==> config.mk <==
export PLATFORM = sky130hd
export DESIGN_NAME = bram_host_master
export DESIGN_NICKNAME = d
export VERILOG_FILES = /design/src/rtl/bram_host_master_pkg.sv /design/src/rtl/bram_host_master_sync_fifo.sv /design/src/rtl/bram_host_master.sv
export SDC_FILE = /design/constraint.sdc
export NUM_CORES = 1
export LEC_CHECK = 0
export CORE_UTILIZATION = 45
export CTS_BUF_LIST = sky130_fd_sc_hd__clkbuf_4
export DETAILED_ROUTE_END_ITERATION = 6
export GPL_ROUTABILITY_DRIVEN = 0
export PLACE_DENSITY = 0.69
export SLEW_MARGIN = 10
export SYNTH_ARGS = -nofsm -noshare
export SYNTH_HDL_FRONTEND = slang
export SYNTH_SLANG_ARGS = --single-unit
==> constraint.sdc <==
create_clock -name clk -period 11.3 [get_ports clk]
set_clock_uncertainty 0.1 [all_clocks]
set_input_delay 2.26 -clock clk [delete_from_list [all_inputs] [get_ports clk]]
set_output_delay 2.26 -clock clk [all_outputs]
set_load 0.03 [all_outputs]
==> src/rtl/bram_host_master_pkg.sv <==
// Shared definitions for the host-side BRAM burst master: bus widths,
// write-strobe constant, FSM state type and address stepping helper.
package tpu_host_defs;

  localparam int ADDR_W = 22;
  localparam int DATA_W = 32;
  localparam int LEN_W  = 16;
  localparam int WE_W   = 4;

  localparam logic [WE_W-1:0] WE_ALL = 4'hF;

  typedef enum logic [1:0] {
    ST_IDLE  = 2'd0,
    ST_WR    = 2'd1,
    ST_RD    = 2'd2,
    ST_DRAIN = 2'd3
  } state_t;

  // Address arithmetic wraps naturally modulo 2^ADDR_W.
  function automatic logic [ADDR_W-1:0] addr_advance(input logic [ADDR_W-1:0] a,
                                                     input int unsigned step);
    return a + ADDR_W'(step);
  endfunction

endpackage

==> src/rtl/bram_host_master_sync_fifo.sv <==
// Synchronous FIFO with occupancy count, used as the read-return buffer.
module sync_fifo #(
  parameter int WIDTH = 32,
  parameter int DEPTH = 4,
  parameter int CNT_W = $clog2(DEPTH + 1)
) (
  input  logic             clk,
  input  logic             rst,
  input  logic             push,
  input  logic [WIDTH-1:0] push_data,
  input  logic             pop,
  output logic [WIDTH-1:0] pop_data,
  output logic             empty,
  output logic [CNT_W-1:0] count
);

  localparam int PTR_W = (DEPTH > 1) ? $clog2(DEPTH) : 1;

  logic [WIDTH-1:0] r_mem [DEPTH];
  logic [PTR_W-1:0] r_wr_ptr;
  logic [PTR_W-1:0] r_rd_ptr;
  logic [CNT_W-1:0] r_count;
  logic             w_do_push;
  logic             w_do_pop;

  assign empty     = (r_count == '0);
  assign count     = r_count;
  assign pop_data  = r_mem[r_rd_ptr];
  assign w_do_push = push && (r_count != CNT_W'(DEPTH));
  assign w_do_pop  = pop && !empty;

  always_ff @(posedge clk) begin
    if (w_do_push) r_mem[r_wr_ptr] <= push_data;
  end

  always_ff @(posedge clk or posedge rst) begin
    if (rst) begin
      r_wr_ptr <= '0;
      r_rd_ptr <= '0;
      r_count  <= '0;
    end else begin
      if (w_do_push)
        r_wr_ptr <= (r_wr_ptr == PTR_W'(DEPTH - 1)) ? '0 : r_wr_ptr + PTR_W'(1);
      if (w_do_pop)
        r_rd_ptr <= (r_rd_ptr == PTR_W'(DEPTH - 1)) ? '0 : r_rd_ptr + PTR_W'(1);
      case ({w_do_push, w_do_pop})
        2'b10:   r_count <= r_count + CNT_W'(1);
        2'b01:   r_count <= r_count - CNT_W'(1);
        default: r_count <= r_count;
      endcase
    end
  end

endmodule

==> src/rtl/bram_host_master.sv <==
// Host command to BRAM burst master: streams write words onto the BRAM port,
// issues flow-controlled reads and returns read data through a small FIFO.
module bram_host_master
  import tpu_host_defs::*;
#(
  parameter int RD_LATENCY    = 2,
  parameter int ADDR_STEP     = 4,
  parameter int RD_FIFO_DEPTH = RD_LATENCY + 2
) (
  input  logic              clk,
  input  logic              rst,
  input  logic              cmd_valid_i,
  output logic              cmd_ready_o,
  input  logic              cmd_wr_i,
  input  logic [ADDR_W-1:0] cmd_addr_i,
  input  logic [LEN_W-1:0]  cmd_len_i,
  input  logic [DATA_W-1:0] wr_data_i,
  input  logic              wr_valid_i,
  output logic              wr_ready_o,
  output logic [DATA_W-1:0] rd_data_o,
  output logic              rd_valid_o,
  input  logic              rd_ready_i,
  output logic              busy_o,
  output logic              done_o,
  output logic [ADDR_W-1:0] axi_addr_a,
  output logic [DATA_W-1:0] axi_wrdata_a,
  output logic              axi_en_a,
  output logic [WE_W-1:0]   axi_we_a,
  output logic              axi_rst_a,
  input  logic [DATA_W-1:0] axi_rddata_a
);

  localparam int CNT_W = $clog2(RD_FIFO_DEPTH + 1);
  localparam int OCC_W = $clog2(RD_FIFO_DEPTH + RD_LATENCY + 2);

  state_t r_state;
  state_t w_state_next;

  logic [ADDR_W-1:0]     r_addr;
  logic [LEN_W-1:0]      r_remaining;
  logic [ADDR_W-1:0]     r_axi_addr;
  logic [DATA_W-1:0]     r_axi_wrdata;
  logic                  r_axi_en;
  logic [WE_W-1:0]       r_axi_we;
  logic                  r_axi_rst;
  logic                  r_done;
  logic [RD_LATENCY-1:0] r_tags;

  logic                  w_cmd_hs;
  logic                  w_wr_hs;
  logic                  w_issue;
  logic                  w_pop;
  logic                  w_drain_done;
  logic                  w_fifo_empty;
  logic [CNT_W-1:0]      w_fifo_count;
  logic [OCC_W-1:0]      w_in_flight;
  logic [OCC_W-1:0]      w_occupancy;

  assign cmd_ready_o  = (r_state == ST_IDLE);
  assign busy_o       = (r_state != ST_IDLE);
  assign wr_ready_o   = (r_state == ST_WR);
  assign rd_valid_o   = !w_fifo_empty;
  assign done_o       = r_done || w_drain_done;
  assign axi_addr_a   = r_axi_addr;
  assign axi_wrdata_a = r_axi_wrdata;
  assign axi_en_a     = r_axi_en;
  assign axi_we_a     = r_axi_we;
  assign axi_rst_a    = r_axi_rst;

  assign w_cmd_hs = cmd_valid_i && cmd_ready_o;
  assign w_wr_hs  = wr_valid_i && wr_ready_o;
  assign w_pop    = rd_valid_o && rd_ready_i;

  // Reads on the port or in the tag pipe; each will land in the FIFO.
  always_comb begin
    w_in_flight = OCC_W'(r_axi_en && (r_axi_we == '0));
    for (int unsigned i = 0; i < RD_LATENCY; i++)
      w_in_flight = w_in_flight + OCC_W'(r_tags[i]);
  end

  // A pop this cycle frees its slot in time for a newly issued read.
  assign w_occupancy = w_in_flight + OCC_W'(w_fifo_count) - OCC_W'(w_pop);

  always_ff @(posedge clk or posedge rst) begin
    if (rst) r_state <= ST_IDLE;
    else     r_state <= w_state_next;
  end

  always_comb begin
    w_state_next = r_state;
    w_issue      = 1'b0;
    w_drain_done = 1'b0;
    case (r_state)
      ST_IDLE: begin
        if (w_cmd_hs && (cmd_len_i != '0))
          w_state_next = cmd_wr_i ? ST_WR : ST_RD;
      end
      ST_WR: begin
        if (w_wr_hs && (r_remaining == LEN_W'(1)))
          w_state_next = ST_IDLE;
      end
      ST_RD: begin
        w_issue = (w_occupancy < OCC_W'(RD_FIFO_DEPTH));
        if (w_issue && (r_remaining == LEN_W'(1)))
          w_state_next = ST_DRAIN;
      end
      ST_DRAIN: begin
        if ((w_in_flight == '0) && (w_fifo_count == CNT_W'(1)) && w_pop) begin
          w_drain_done = 1'b1;
          w_state_next = ST_IDLE;
        end
      end
      default: w_state_next = ST_IDLE;
    endcase
  end

  always_ff @(posedge clk or posedge rst) begin
    if (rst) begin
      r_addr       <= '0;
      r_remaining  <= '0;
      r_axi_addr   <= '0;
      r_axi_wrdata <= '0;
      r_axi_en     <= 1'b0;
      r_axi_we     <= '0;
      r_axi_rst    <= 1'b1;
      r_done       <= 1'b0;
      r_tags       <= '0;
    end else begin
      r_axi_rst <= 1'b0;
      r_done    <= 1'b0;
      r_axi_en  <= 1'b0;
      r_axi_we  <= '0;
      if (w_cmd_hs) begin
        r_addr      <= cmd_addr_i;
        r_remaining <= cmd_len_i;
        if (cmd_len_i == '0) r_done <= 1'b1;
      end
      if (w_wr_hs) begin
        r_axi_en     <= 1'b1;
        r_axi_we     <= WE_ALL;
        r_axi_addr   <= r_addr;
        r_axi_wrdata <= wr_data_i;
        r_addr       <= addr_advance(r_addr, ADDR_STEP);
        r_remaining  <= r_remaining - LEN_W'(1);
        if (r_remaining == LEN_W'(1)) r_done <= 1'b1;
      end
      if (w_issue) begin
        r_axi_en    <= 1'b1;
        r_axi_addr  <= r_addr;
        r_addr      <= addr_advance(r_addr, ADDR_STEP);
        r_remaining <= r_remaining - LEN_W'(1);
      end
      r_tags[0] <= r_axi_en && (r_axi_we == '0);
      for (int unsigned i = 1; i < RD_LATENCY; i++)
        r_tags[i] <= r_tags[i-1];
    end
  end

  sync_fifo #(
    .WIDTH (DATA_W),
    .DEPTH (RD_FIFO_DEPTH),
    .CNT_W (CNT_W)
  ) u_rd_fifo (
    .clk       (clk),
    .rst       (rst),
    .push      (r_tags[RD_LATENCY-1]),
    .push_data (axi_rddata_a),
    .pop       (w_pop),
    .pop_data  (rd_data_o),
    .empty     (w_fifo_empty),
    .count     (w_fifo_count)
  );

endmodule
==> impl_metrics.csv, run 1 <==
group,metric,value,unit
yosys,synth_seq_area_share,0.669,
yosys,synth-async-reset-ratio,0.455,
route,totalWireLength,21600,µm
worst_setup_path,cp_data_arrival_time,4.09,ns
cells_and_area,fin_cells,1289,
worst_hold_path,worstHoldStart,"r_tags[0]",
worst_setup_path,worst_r2r_startpoint,"axi_en_a",
worst_setup_path,worst_path_largest_cell_delay,0.68,ns
worst_setup_path,path_common_cell,"clkdlybuf4s50_1",
placed_design,place_hpwl,13900,µm
yosys,synthXorXnorAreaFrac,0.00539,
worst_setup_path,crit_fanout,3,
worst_setup_path,cpMaxStageDelayCell,"clkdlybuf4s50_1",
cells_and_area,register_area,6520,µm²
global_routing,grt_pass1_wl,34600,µm
worst_setup_path,r2r_setup_slack,7.16,ns
clock_tree,cts_tree,"built",
worst_setup_path,crit_chain,"clkdlybuf4s50_1 > nor4b_1 > and3_1 > a31o_2 > clkdlybuf4s50_1",
cells_and_area,n_antenna_cell,0,
yosys,yosys.area_share.adder,0.0226,
yosys,avgSynthCellArea,13.4,µm²
clock_tree,clock_latency,0.68,ns
yosys,ys_ff_latch,235,
die,dieArea,22300,µm²
worst_setup_path,required,8.94,ns
route,vias,6730,
global_routing,grt_usage,0.200,
clock_tree,postCtsSetupBuffers,0,
run,drv_cap,0,
power,vdd_drop_max,0.151,mV
cells_and_area,nets,1090,
sta,max-slew-margin-rel,0.401,
clock_tree,postCtsHoldBufs,0,
die,ios,205,
route,post_drt_via_cell_ratio,5.22,
sta,slew_viol_final,0,
placed_design,dpl.cell_count,1178,
route,first_pass_iters,5,
global_routing,grt_max_degree,62,
sta,rsz0062_at_grt,"no",
cells_and_area,multi_input_area,3000,µm²
power,p_clk_frac,0.212,
sta,worstMarginPinSlew,0.890,ns
worst_setup_path,start_kind,"input port",
die,start_util,0.461,
yosys,synth_top_family_by_area,"simple AND/OR/NAND/NOR gates",
worst_setup_path,crit_path_start,"rd_ready_i",
worst_setup_path,worstSetupEndpointType,"output pin",
sta,final_hold_viol_count,0,
power,p_int,2.22,mW
yosys,synthMuxAreaShare,0.0815,
global_routing,first_global_vias,6683,
sta,finalCriticalPeriod,6.45,ns
die,core,21200,µm²
clock_tree,clock_path_buffers,3,
clock_tree,clock_sinks,235,
yosys,syn_nets,850,
cells_and_area,area_growth,32.2,%
yosys,yosys_most_used_dff,"edfxtp_1",
clock_tree,htreeDepth,2,
power,switching_share,0.383,
cells_and_area,fill_cells,1682,
clock_tree,cts.clk_slew.worst_paths,0.06,ns
power,p_switching,1.38,mW
yosys,synth_cell_type_count,62,
power,p_seq_frac,0.369,
sta,setup_tns,0,ns
route,drtAntennaViolNets,0,
global_routing,antenna_found_initial,0,
route,wl_per_cell,16.7,µm
worst_setup_path,worstSetupPathType,"in -> out",
worst_hold_path,holdCritPathClass,"reg -> reg",
sta,fin_crit_sh,0.571,
yosys,synth-simple-area-share,0.136,
sta,setup_viol,0,
power,power.leakage,5.08,nW
clock_tree,ctsResizeCount,0,
global_routing,grt.overflow.total,0,
die,fp.dieW,149,µm
route,dr.first_iter.drc_count,341,
placed_design,port-buffer-count,204,
yosys,synth_edf_count,128,
die,row_count,53,
cells_and_area,drive_gt1_frac,0.152,
clock_tree,cts_buffers,60,
sta,fmax,155,MHz
power,p_comb_frac,0.420,
yosys,synth_cells,725,
yosys,synth-warning-count,0,
die,die_y,149,µm
route,route.detailed.drc,0,
yosys,synth_compound_area_frac,0.0619,
sta,hold-worst-slack,0.315,ns
outcome,status,"finished, final reports clean",
power,power_density,279,nW/µm²
clock_tree,cts-root-buf,"clkbuf_4",
yosys,synth.cell_area,9750,µm²
==> power by group through the flow <==
stage               clock [mW]  combinational (mW)  sequential (mW)
global route             0.829                1.64             1.35
finish                   0.761                1.51             1.32
global placement             0                1.50             1.33
floorplan                    0               0.820             1.47
detailed placement           0                1.53             1.34
CTS                      0.788                1.53             1.32
==> layout make-up <==
type | instances | share of cell area
well taps | 275 | 0.0267
inverters | 18 | 0.00544
clock inverters | 22 | 0.0127
repair buffers | 214 | 0.164
multi-input cells | 436 | 0.233
flip-flops and latches | 235 | 0.506
clock buffers | 89 | 0.0518
==> final timing paths <==
kind / end / cells past startpoint
max: done_o / 5
min: r_tags[1] / 0
max reg2reg: r_remaining[12] / 13
min reg2reg: r_tags[1] / 0
max in group asynchronous: u_rd_fifo.r_rd_ptr[0] / 3
min in group asynchronous: r_remaining[14] / 2
==> cell usage after synthesis, types with 7 or more instances <==
| cell | count | area, µm² |
|---|---|---|
| a221o_1 | 8 | 80.1 |
| and2_1 | 10 | 62.6 |
| buf_1 | 11 | 41.3 |
| buf_2 | 7 | 35.0 |
| clkbuf_1 | 14 | 52.6 |
| dfrtp_1 | 106 | 2650 |
| edfxtp_1 | 128 | 3840 |
| ha_1 | 16 | 200 |
| inv_1 | 16 | 60.1 |
| mux4_2 | 32 | 721 |
| nand2_1 | 207 | 777 |
| nand3_1 | 12 | 60.1 |
| nand4_1 | 7 | 43.8 |
| nor2_1 | 12 | 45.0 |
| nor4_1 | 9 | 56.3 |
| o211ai_1 | 14 | 105 |
| o21ai_0 | 10 | 50.1 |
| o311ai_0 | 15 | 131 |
==> state kept, by name (all words and copies together), names as in the netlist <==
name and cells:
u_rd_fifo.count 3, r_state 2, u_rd_fifo.r_mem 128, axi_en_a 1, u_rd_fifo.r_wr_ptr 2, r_tags 2
axi_we_a 1, u_rd_fifo.r_rd_ptr 2, axi_wrdata_a 32, r_remaining 16, r_done 1, axi_addr_a 22
r_addr 22, axi_rst_a 1
==> logic make-up (layout without fill, tap and decap cells) <==
logic type / count (synthesis) / count (layout)
other: 1 / 1
XOR/XNOR: 6 / 6
buffers and inverters: 54 / 343
adder cells (fa/ha/maj): 17 / 17
multiplexers: 39 / 39
AND/OR/NAND/NOR: 296 / 296
flip-flops: 235 / 235
AO/OA/AOI/OAI: 77 / 77
==> worst max-delay path, delay by kind of cell <==
family,cells,cell delay [ns]
compound gates,1,0.17
simple gates,2,0.49
buf+inv,2,1.17
==> placed cells by master (no fill, tap or decap), types with 4 or more instances in the layout <==
cell type,n
mux4_2,32
clkdlybuf4s50_1,204
buf_4,10
edfxtp_1,128
or4_1,5
a221o_1,8
nor4_1,9
and2_1,10
clkinv_1,17
dfrtp_1,105
nand4_1,7
mux2i_1,4
inv_1,15
o21ai_0,10
a31oi_1,4
nand3_1,12
nor3_1,6
clkbuf_4,89
or3_1,4
nand2_1,207
o211ai_1,14
a21oi_1,5
o311ai_0,15
nor2_1,12
ha_1,16
==> metrics by stage <==
| step | setup slack, ns | util | cell area, µm² | total power, mW |
|---|---|---|---|---|
| after CTS | 4.84 | 0.609 | 12900 | 3.64 |
| after global placement | 4.85 | 0.570 | 12100 | 2.84 |
| after detailed placement | 4.86 | 0.570 | 12100 | 2.86 |
| final | 4.85 | 0.609 | 12900 | 3.59 |
| after global routing | 4.78 | 0.609 | 12900 | 3.83 |
| after floorplan | 6.04 | - | 9750 | 2.29 |
==> metal layers <==
metal  global-route usage  vias up  share of wire
met3               0.0578       27          0.081
met5                    0        -              0
met1                0.267     3251           0.44
met2                0.319      256           0.47
li1                     -     3196              -
met4               0.0556        0          0.014
No activity file was read; power rests on OpenSTA's default activity.
==> inputs of run 2 (changes only) <==
==> constraint.sdc (replaced) <==
create_clock -name clk -period 6.3 [get_ports clk]
set_clock_uncertainty 0.1 [all_clocks]
set_input_delay 1.26 -clock clk [delete_from_list [all_inputs] [get_ports clk]]
set_output_delay 1.26 -clock clk [all_outputs]
set_load 0.03 [all_outputs]
==> run 2 against run 1 <==
Against the previous run:
- sequential power up 79%
- worst hold slack better by 0.0044 ns
- largest cell class unchanged
- global-route usage down 0.069 points
- largest power group unchanged
==> impl_metrics.csv, run 2 (synthesis results as in run 1) <==
group,metric,value,unit
outcome,status,"finished, final reports clean",
power,vdd_drop_max,0.265,mV
clock_tree,clock_sinks,235,
route,vias,6721,
global_routing,grt_max_degree,65,
sta,hold-worst-slack,0.320,ns
power,power_density,498,nW/µm²
route,wl_per_cell,16.7,µm
route,post_drt_via_cell_ratio,5.19,
worst_setup_path,required,4.94,ns
cells_and_area,area_growth,32.3,%
clock_tree,clock_path_buffers,3,
cells_and_area,register_area,6520,µm²
clock_tree,cts-root-buf,"clkbuf_4",
cells_and_area,final_common_cell,"nand2_1",
worst_setup_path,crit_fanout,3,
clock_tree,cts_tree,"built",
sta,setup_tns,0,ns
route,totalWireLength,21600,µm
clock_tree,cts.clk_slew.worst_paths,0.06,ns
sta,max-slew-margin-rel,0.237,
clock_tree,postCtsHoldBufs,0,
sta,finalCriticalPeriod,4.54,ns
power,fin_total_pwr,6.42,mW
cells_and_area,fill_cells,1671,
die,row_count,53,
route,route.detailed.drc,0,
placed_design,port-buffer-count,204,
cells_and_area,drive_gt1_frac,0.165,
die,ios,205,
die,core,21200,µm²
route,dr.first_iter.drc_count,374,
clock_tree,htreeDepth,2,
placed_design,dpl.cell_count,1178,
global_routing,grt_usage,0.199,
power,power.leakage,5.10,nW
worst_setup_path,worstSetupPathType,"reg -> out",
worst_setup_path,worstSetupEndpointType,"output pin",
cells_and_area,top_register,"u_rd_fifo.r_mem",
die,die_y,149,µm
die,dieArea,22300,µm²
sta,worstMarginPinSlew,1.14,ns
die,fp.dieW,149,µm
clock_tree,postCtsSetupBuffers,0,
sta,fin_crit_sh,0.721,
sta,rsz0062_at_grt,"no",
route,drtAntennaViolNets,0,
clock_tree,cts_buffers,61,
cells_and_area,multi_input_area,3000,µm²
global_routing,grt_pass1_wl,34200,µm
global_routing,grt.overflow.total,0,
worst_hold_path,holdCritPathClass,"reg -> reg",
clock_tree,ctsResizeCount,0,
global_routing,antenna_found_initial,0,
sta,slew_viol_final,0,
die,start_util,0.461,
cells_and_area,largest_reg_flops,128,
cells_and_area,fin_cells,1294,
clock_tree,clock_latency,0.68,ns
worst_setup_path,cp_data_arrival_time,3.18,ns
sta,setup_viol,0,
cells_and_area,layout_common_cells,"nand2_1 (207), clkdlybuf4s50_1 (204), edfxtp_1 (128)",
sta,fmax,220,MHz
worst_setup_path,r2r_setup_slack,2.52,ns
cells_and_area,nets,1091,
cells_and_area,n_antenna_cell,0,
sta,final_hold_viol_count,0,
run,drv_cap,0,
global_routing,first_global_vias,6648,
worst_setup_path,start_kind,"register",
route,first_pass_iters,5,
placed_design,place_hpwl,14000,µm
==> run 2: final cells by class <==
| class | instances | area share |
|---|---|---|
| Clock inverter | 12 | 0.00466 |
| Tap cell | 275 | 0.0267 |
| Clock buffer | 104 | 0.0605 |
| Sequential cell | 235 | 0.506 |
| Multi-Input combinational cell | 436 | 0.233 |
| Timing Repair Buffer | 214 | 0.164 |
| Inverter | 18 | 0.00543 |
==> run 2: through the flow <==
stage | worst slack [ns] | area, µm² | utilization
floorplan | 2.12 | 9750 | -
global placement | 1.80 | 12100 | 0.570
detailed placement | 1.72 | 12100 | 0.570
CTS | 1.70 | 12900 | 0.610
global route | 1.52 | 12900 | 0.610
finish | 1.76 | 12900 | 0.610
==> run 2: worst paths after layout <==
| path | startpoint | end | depth (start not counted) |
|---|---|---|---|
| hold reg to reg | r_tags[0] | r_tags[1] | 0 |
| hold / removal | r_tags[0] | r_tags[1] | 0 |
| max in group asynchronous | rst | axi_addr_a[1] | 3 |
| min in group asynchronous | rst | u_rd_fifo.r_rd_ptr[1] | 2 |
| setup / recovery | axi_en_a | done_o | 6 |
| setup reg to reg | axi_en_a | r_remaining[8] | 12 |
==> run 2: worst max-delay path: stages, from the launching register on <==
cell	delay (ns)
dfrtp_1	0.42
nor2b_1	0.23
fa_1	0.46
nor4b_1	0.28
and3_1	0.26
a31o_2	0.16
clkdlybuf4s50_1	0.67
==> run 2: power by group <==
part	leakage [nW]	switching, mW	internal, mW
clock	0.504	0.605	0.743
combinational	2.11	1.57	1.15
sequential	2.48	0.301	2.06
==> run 2: metal layers <==
metal,global-route usage,part of all wire,vias to the layer above
met5,0,0,-
met4,0.0689,0.015,0
met3,0.0581,0.080,30
met2,0.307,0.47,240
met1,0.270,0.43,3261
li1,-,-,3190
==> inputs of run 3 (changes only) <==
--- a/config.mk
+++ b/config.mk
@@ -9,7 +9,7 @@
 export CTS_BUF_LIST = sky130_fd_sc_hd__clkbuf_4
 export DETAILED_ROUTE_END_ITERATION = 6
 export GPL_ROUTABILITY_DRIVEN = 0
-export PLACE_DENSITY = 0.69
+export PLACE_DENSITY = 0.72
 export SLEW_MARGIN = 10
 export SYNTH_ARGS = -nofsm -noshare
 export SYNTH_HDL_FRONTEND = slang
==> constraint.sdc (replaced) <==
create_clock -name clk -period 3.7 [get_ports clk]
set_clock_uncertainty 0.1 [all_clocks]
set_input_delay 0.74 -clock clk [delete_from_list [all_inputs] [get_ports clk]]
set_output_delay 0.74 -clock clk [all_outputs]
set_load 0.03 [all_outputs]
==> run 3 against run 2 <==
Against the previous run:
- global-route usage increased by 0.82 points
- critical path depth is the same
- sequential share of layout area is 0.31 points lower
- total power grew 71%
- register-to-register slack worse by 2.2 ns
- utilization increased by 0.38 points
- non-clock buffer count grew 15
- sequential power is 70% higher
- clock power increased by 60%
- count of clock-buffer cells in the layout decreased by 16
- via count grew 1.3%
- die area stayed put
- critical path type unchanged
- largest cell class unchanged
- highest routed layer unchanged
==> impl_metrics.csv, run 3 (synthesis results as in run 1) <==
group,metric,value,unit
cells_and_area,n_antenna_cell,0,
placed_design,place_hpwl,14800,µm
clock_tree,clock_path_buffers,3,
die,die_y,149,µm
global_routing,grt.overflow.total,0,
route,met1_length,9690,µm
power,power.leakage,5.14,nW
power,p_comb_frac,0.437,
global_routing,antenna_found_initial,0,
power,vdd_drop_max,0.458,mV
clock_tree,clock_sinks,235,
worst_setup_path,cp_data_arrival_time,2.67,ns
cells_and_area,drive_gt1_frac,0.166,
sta,fin_crit_sh,0.948,
sta,finalCriticalPeriod,3.51,ns
cells_and_area,fin_cells,1298,
outcome,status,"finished, final reports clean",
clock_tree,htreeDepth,2,
power,p_switching,4.24,mW
worst_hold_path,holdCritPathClass,"reg -> reg",
sta,final_hold_viol_count,0,
die,core,21200,µm²
route,wl_met2,10200,µm
placed_design,dpl.cell_count,1191,
route,route.detailed.drc,0,
route,vias,6810,
sta,max-slew-margin-rel,0.501,
cells_and_area,final_core_utilization,0.614,
route,first_pass_iters,5,
power,switching_share,0.386,
placed_design,port-buffer-count,204,
route,top_layer_used,"met4",
sta,slew_viol_final,0,
cells_and_area,top_register,"u_rd_fifo.r_mem",
clock_tree,cts-root-buf,"clkbuf_4",
power,p_clk_frac,0.197,
die,dieArea,22300,µm²
worst_setup_path,start_kind,"register",
die,fp.dieW,149,µm
die,start_util,0.461,
global_routing,first_global_vias,6960,
sta,fmax,285,MHz
power,power_density,846,nW/µm²
sta,setup_viol,0,
route,post_drt_via_cell_ratio,5.25,
clock_tree,cts_tree,"built",
placed_design,place_area,12200,µm²
die,ios,205,
placed_design,place_ws,0.0612,ns
global_routing,grt_usage,0.207,
sta,worstMarginPinSlew,0.748,ns
cells_and_area,layout_common_cells,"nand2_1 (207), clkdlybuf4s50_1 (203), edfxtp_1 (128)",
sta,fin_ws,0.193,ns
power,p_int,6.74,mW
cells_and_area,final_common_cell,"nand2_1",
clock_tree,clock_latency,0.68,ns
global_routing,grt_max_degree,47,
clock_tree,cts.clk_slew.worst_paths,0.06,ns
run,drv_cap,0,
cells_and_area,nets,1105,
route,detailroute.wirelength.met3,1920,µm
route,drtAntennaViolNets,0,
route,totalWireLength,22100,µm
power,p_seq_frac,0.366,
clock_tree,cts_buffers,60,
global_routing,grt_pass1_wl,35800,µm
route,dr.first_iter.drc_count,398,
cells_and_area,area_growth,33.1,%
worst_setup_path,required,2.86,ns
worst_setup_path,worstSetupEndpointType,"output pin",
cells_and_area,fin_area,13000,µm²
clock_tree,postCtsHoldBufs,0,
worst_setup_path,worstSetupPathType,"reg -> out",
die,row_count,53,
sta,rsz0062_at_grt,"no",
worst_setup_path,crit_fanout,2,
route,wl_per_cell,17.1,µm
sta,setup_tns,0,ns
cells_and_area,largest_reg_flops,128,
[run 3: per-layer routing]
layer | vias to the layer above | GRT usage
met5 | - | 0
met4 | 0 | 0.0587
met3 | 42 | 0.0618
met2 | 277 | 0.320
met1 | 3284 | 0.285
li1 | 3207 | -
[run 3: critical path: stages, from the launching register on]
cell and delay, ns:
dfrtp_1 0.42, nor2b_2 0.18, fa_1 0.46, nor4b_2 0.21, and3_1 0.23, a31o_2 0.18
clkdlybuf4s18_2 0.30
[run 3: path summary, 6_finish.rpt]
check,from,end,slack [ns],cells after the start
worst max-delay path,axi_en_a,done_o,0.19,6
worst min-delay path,r_tags[0],r_tags[1],0.31,0
worst max register to register,axi_en_a,r_remaining[8],0.34,13
worst min register to register,r_tags[0],r_tags[1],0.31,0
max in group asynchronous,rst,r_done,2.40,3
min in group asynchronous,rst,axi_wrdata_a[25],0.40,2
[run 3: timing repair]
item,in CTS,in global routing
buffers inserted,0,2
setup endpoints to repair,1,1
gates resized for setup,3,3
pin swaps,0,1
[run 3: area by class of cell]
type | count | area [µm²]
Clock buffer | 88 | 661
Clock inverter | 17 | 101
Fill cell | 1690 | 8180
Inverter | 18 | 70.1
Multi-Input combinational cell | 436 | 3010
Sequential cell | 235 | 6520
Tap cell | 275 | 344
Timing Repair Buffer | 229 | 2270
[run 3: power by group through the flow]
stage               clock (mW)  sequential, mW  combinational, mW
finish                    2.16            4.02               4.80
detailed placement           0            4.06               4.83
CTS                       2.24            4.02               4.85
floorplan                    0            4.48               2.51
global route              2.38            4.11               5.22
global placement             0            4.04               4.76
[run 3: metrics by stage]
step                hold slack [ns]  power (mW)
floorplan                     0.292        6.98
global route                  0.335        11.7
finish                        0.313        11.0
global placement              0.299        8.80
detailed placement            0.304        8.89
CTS                           0.319        11.1
